`src/rtl/csa_pkg.sv`:
```
// Shared helpers for the pipelined carry-select adder: segment count and operation encoding.
package csa_pkg;

    typedef enum logic {
        CSA_OP_ADD = 1'b0,
        CSA_OP_SUB = 1'b1
    } csa_op_e;

    function automatic int csa_nseg(input int width, input int seg);
        return width / seg;
    endfunction

endpackage

```
`src/rtl/csa_seg.sv`:
```
// One carry-select segment: both carry-in outcomes are computed up front, the registered
// carry from the previous stage only drives the final 2:1 mux.
module csa_seg #(
    parameter int SEG = 8
) (
    input  logic [SEG-1:0] i_a,
    input  logic [SEG-1:0] i_b,
    input  logic           i_csel,
    output logic [SEG-1:0] o_sum,
    output logic           o_cout
);

    logic [SEG:0] w_r0;
    logic [SEG:0] w_r1;

    assign w_r0 = {1'b0, i_a} + {1'b0, i_b};
    assign w_r1 = {1'b0, i_a} + {1'b0, i_b} + {{SEG{1'b0}}, 1'b1};

    assign {o_cout, o_sum} = i_csel ? w_r1 : w_r0;

endmodule

```
`src/rtl/csa_pipe.sv`:
```
// Pipelined carry-select adder/subtractor, one segment per stage, valid/ready with global stall.
// Optional ovf/zero flags on the final stage are built when CSA_PIPE_FLAGS_EN is defined.
module csa_pipe
    import csa_pkg::*;
#(
    parameter int  WIDTH = 32,
    parameter int  SEG   = 8,
    localparam int NSEG  = csa_nseg(WIDTH, SEG)
) (
    input  logic             clk,
    input  logic             reset,
    input  logic             in_valid,
    output logic             in_ready,
    input  logic [WIDTH-1:0] a,
    input  logic [WIDTH-1:0] b,
    input  logic             cin,
    input  logic             sub,
    output logic             out_valid,
    input  logic             out_ready,
    output logic [WIDTH-1:0] sum,
    output logic             cout,
    output logic [NSEG-1:0]  seg_carry
`ifdef CSA_PIPE_FLAGS_EN
    ,
    output logic             ovf,
    output logic             zero
`endif
);

    csa_op_e w_op;
    logic    w_adv;

    assign w_op     = sub ? CSA_OP_SUB : CSA_OP_ADD;
    assign w_adv    = !out_valid || out_ready;
    assign in_ready = w_adv;

    for (genvar k = 0; k < NSEG; k++) begin : g_stg
        // Operand bits not yet consumed when entering this stage.
        localparam int RW = WIDTH - k * SEG;

        logic                  w_v_in;
        logic                  w_c_in;
        logic [RW-1:0]         w_a_in;
        logic [RW-1:0]         w_b_in;
        logic [SEG-1:0]        w_s;
        logic                  w_co;
        logic [(k+1)*SEG-1:0]  w_sum_nx;
        logic [k:0]            w_cy_nx;

        logic                  r_valid;
        logic [(k+1)*SEG-1:0]  r_sum;
        logic [k:0]            r_cy;

        if (k == 0) begin : g_first
            assign w_v_in   = in_valid;
            assign w_c_in   = (w_op == CSA_OP_SUB) ? 1'b1 : cin;
            assign w_a_in   = a;
            assign w_b_in   = (w_op == CSA_OP_SUB) ? ~b : b;
            assign w_sum_nx = w_s;
            assign w_cy_nx  = w_co;
        end else begin : g_next
            assign w_v_in   = g_stg[k-1].r_valid;
            assign w_c_in   = g_stg[k-1].r_cy[k-1];
            assign w_a_in   = g_stg[k-1].g_skew.r_a;
            assign w_b_in   = g_stg[k-1].g_skew.r_b;
            assign w_sum_nx = {w_s, g_stg[k-1].r_sum};
            assign w_cy_nx  = {w_co, g_stg[k-1].r_cy};
        end

        csa_seg #(
            .SEG(SEG)
        ) u_seg (
            .i_a    (w_a_in[SEG-1:0]),
            .i_b    (w_b_in[SEG-1:0]),
            .i_csel (w_c_in),
            .o_sum  (w_s),
            .o_cout (w_co)
        );

        always_ff @(posedge clk) begin
            if (reset) begin
                r_valid <= 1'b0;
                r_sum   <= '0;
                r_cy    <= '0;
            end else if (w_adv) begin
                r_valid <= w_v_in;
                r_sum   <= w_sum_nx;
                r_cy    <= w_cy_nx;
            end
        end

        if (k < NSEG - 1) begin : g_skew
            logic [RW-SEG-1:0] r_a;
            logic [RW-SEG-1:0] r_b;

            always_ff @(posedge clk) begin
                if (reset) begin
                    r_a <= '0;
                    r_b <= '0;
                end else if (w_adv) begin
                    r_a <= w_a_in[RW-1:SEG];
                    r_b <= w_b_in[RW-1:SEG];
                end
            end
        end

`ifdef CSA_PIPE_FLAGS_EN
        if (k == NSEG - 1) begin : g_flags
            logic r_ovf;
            logic r_zero;

            // w_b_in is already inverted for subtraction, so this is the B' sign bit.
            always_ff @(posedge clk) begin
                if (reset) begin
                    r_ovf  <= 1'b0;
                    r_zero <= 1'b0;
                end else if (w_adv) begin
                    r_ovf  <= (w_a_in[RW-1] == w_b_in[RW-1]) && (w_s[SEG-1] != w_a_in[RW-1]);
                    r_zero <= (w_sum_nx == '0);
                end
            end
        end
`endif
    end

    assign out_valid = g_stg[NSEG-1].r_valid;
    assign sum       = g_stg[NSEG-1].r_sum;
    assign seg_carry = g_stg[NSEG-1].r_cy;
    assign cout      = g_stg[NSEG-1].r_cy[NSEG-1];

`ifdef CSA_PIPE_FLAGS_EN
    assign ovf  = g_stg[NSEG-1].g_flags.r_ovf;
    assign zero = g_stg[NSEG-1].g_flags.r_zero;
`endif

endmodule

```
`config.mk`:
```
export PLATFORM = sky130hd
export DESIGN_NAME = csa_pipe
export DESIGN_NICKNAME = d
export VERILOG_FILES = /design/src/rtl/csa_pkg.sv /design/src/rtl/csa_seg.sv /design/src/rtl/csa_pipe.sv
export SDC_FILE = /design/constraint.sdc
export NUM_CORES = 1
export LEC_CHECK = 0
export ABC_AREA = 1
export CORE_ASPECT_RATIO = 1.25
export CORE_MARGIN = 5
export CORE_UTILIZATION = 25
export DETAILED_ROUTE_END_ITERATION = 7
export PLACE_DENSITY = 0.46
export SLEW_MARGIN = 20
export SYNTH_ARGS = -nofsm -noshare
export SYNTH_HDL_FRONTEND = slang
export SYNTH_SLANG_ARGS = --single-unit
```
`constraint.sdc`:
```
create_clock -name clk -period 7.2 [get_ports clk]
set_input_delay 1.08 -clock clk [delete_from_list [all_inputs] [get_ports clk]]
set_output_delay 1.08 -clock clk [all_outputs]
set_load 0.02 [all_outputs]
```
==> results.ini <==
[cts]
cts.htree.levels=4
cts_tree=built
ctsRootBufferMaster=clkbuf_16
hold_buffers=0
clock_latency_ps=440
cts_sinks=190
clock_path_buffers=2
cts_resized=0
worst_setup_hold_path_clk_slew_ps=70
cts_made_buffers=17
post_cts_buffers=0

[global_route]
grt_antenna_before_repair=0
grt_max_degree=110
grt_pass1_vias=7313
grt_pass1_wl_um=36700
gr-total-overflow=0
busiest_layer=met2
grtUsageMet3_pct=2.22
track_usage_pct=11.0
use_met1_pct=14.3
globalRouteMet2Util_pct=18.7

[worst_setup_path]
crit_arrival_ps=3100
critical-path-top-delay-family=buffers and inverters
path_buf_inv=3
start_kind=input port
crit_path_end_kind=output pin
r2r_start=out_valid
cp_slowest_stage_delay_ps=640
crit_chain=clkdlybuf4s50_1 -> nor2_4 -> inv_6 -> clkdlybuf4s50_1
crit_fanout=71
path_common_cell=clkdlybuf4s50_1
cp.required_ps=6120
cp_slowest_cell=clkdlybuf4s50_1
path_class=input port to output pin
startpoint=out_ready

[synth]
synthCells=1231
avgSynthCellArea_um2=7.29
yosysSeqAreaShare_pct=42.4
async_reset_ff_share_pct=0
synth_edf_count=0
ys_types=25
synth_nets=1342
synth-seq-cells=190
synthFlopType=dfxtp_1
yosys_warnings=0
syn-cell-area_um2=8970

[power]
peakVddDrop_v=0.000149
p_leak_nw=5.06
power_w=0.00252
cellPowerDensity_nw_per_um2=228

[route]
wl_per_cell_um=12.1
drt_wl_total_um=21600
ant_nets=0
vias_per_cell=4.24
first_iter_violations=399
via_count=7569
drc=0
first_pass_iters=4

[floorplan]
dieArea_um2=39800
coreArea_um2=35500
initial_utilization_pct=25.3
ios=109
rows=77
die_h_um=222
dieWidth_um=179

[final_layout]
insertedDiodeCount=0
multi_input_area_um2=4520
area_growth_pct=22.9
drive_gt1_share_pct=4.73
fin_nets=1410
regArea_um2=3800
fillers=3940

[timing]
setup_viol=0
fin_skew_ps=14.2
max_slew_margin_pct=33.5
rsz0062_at_grt=false
tns_ps=0
clock.fmax_mhz=239
period_needed_ps=4180
hold_violations=0
tightest_slew_ps=997
maxSlewViolCount=0
min_period_over_period_pct=58.0

[min_path]
hp-class=register to register
hold_path.startpoint=g_stg[0].g_skew.r_b[16]

[place]
hpwl_um=15100
routabilityCongestion=0.782
numPortBuffers=108

[job]
maxCapViolations=0

[outcome]
outcome=finished, final reports clean

-- worst register-to-register path: stages, from the launching register on --
cell and delay (ps):
dfxtp_1 350, inv_1 70, nor2_4 520, inv_6 370, buf_4 520, o21ai_0 370, a21oi_1 60
-- report_power, final --
group | total [W] | switching [W] | leakage, nW | internal (W)
sequential | 0.00118 | 0.0000455 | 1.56 | 0.00114
clock | 0.000931 | 0.000435 | 0.285 | 0.000496
combinational | 0.000403 | 0.000228 | 3.21 | 0.000175
-- metal layers --
layer	wire length [µm]	part of all wire [%]
met5	0	0
met4	242	1.1
met3	495	2.3
met2	10500	48
met1	10400	48
-- flip-flops by register name, summed over array words and instances, names as in the netlist --
name	cells
g_stg.r_sum	48
sum	32
seg_carry	4
g_stg.r_valid	3
g_stg.r_cy	6
out_valid	1
g_stg.g_skew.r_b	48
g_stg.g_skew.r_a	48
-- Yosys cell counts (4+ instances only) --
cell | number | area [µm²]
nor2_1 | 256 | 961
o21ai_0 | 198 | 991
dfxtp_1 | 190 | 3800
nand2_1 | 140 | 526
inv_1 | 104 | 390
a21oi_1 | 82 | 410
clkbuf_1 | 55 | 206
nand3_1 | 48 | 240
xnor2_1 | 44 | 385
ha_1 | 37 | 463
nand4_1 | 24 | 150
xor2_1 | 12 | 105
buf_2 | 9 | 45.0
nand2_2 | 6 | 37.5
nor2_2 | 6 | 37.5
fa_1 | 4 | 80.1
nor2_4 | 4 | 45.0
-- cells by family (layout without fill, tap and decap cells) --
kind of cell	Yosys count	count (layout)	synth area share, %
AND/OR/NAND/NOR	488	488	22.7
AO/OA/AOI/OAI	283	283	15.9
XOR/XNOR	56	56	5.47
buffers and inverters	171	252	7.32
multiplexers	2	2	0.223
flip-flops	190	190	42.4
adder cells (fa/ha/maj)	41	41	6.05
-- layout by cell type (no fill, tap or decap), types with 2 or more instances in the layout --
master / instances
mux2i_1: 2
nand2_2: 6
nor2_4: 5
nand3_2: 3
xnor2_1: 44
inv_6: 6
nand3_1: 48
xor2_1: 12
buf_4: 6
o21ai_0: 198
fa_1: 4
nand2_1: 140
inv_1: 103
clkinv_4: 4
clkbuf_16: 17
nor2_1: 255
clkdlybuf4s50_1: 107
ha_1: 37
o21bai_1: 2
dfxtp_1: 190
clkinv_2: 2
nor2_2: 6
nand4_1: 24
a21oi_1: 82
-- cell type report --
cell class | count | share of cell area [%]
Clock buffer | 19 | 4.02
Clock inverter | 13 | 1.18
Inverter | 105 | 3.64
Multi-Input combinational cell | 870 | 41.0
Sequential cell | 190 | 34.5
Tap cell | 474 | 5.38
Timing Repair Buffer | 115 | 10.3
-- final timing paths --
check / end / slack, ps / cells past startpoint
setup / recovery: in_ready / 3020 / 4
hold / removal: g_stg[1].g_skew.r_b[8] / 440 / 2
setup reg to reg: g_stg[0].g_skew.r_b[17] / 4770 / 6
hold reg to reg: g_stg[1].g_skew.r_b[8] / 440 / 2
-- metrics by stage --
step / worst slack [ps] / std cells / util, % / instance area, µm² / hold WS [ps]
floorplan: 3800 / 1231 / - / 8970 / 420
global placement: 2610 / 1753 / 29.4 / 10400 / 434
detailed placement: 2580 / 1753 / 29.4 / 10400 / 435
CTS: 2580 / 1785 / 31.1 / 11000 / 446
global route: 2860 / 1786 / 31.1 / 11000 / 477
finish: 3020 / 1786 / 31.1 / 11000 / 445
Power figures use the tool's default switching activity.
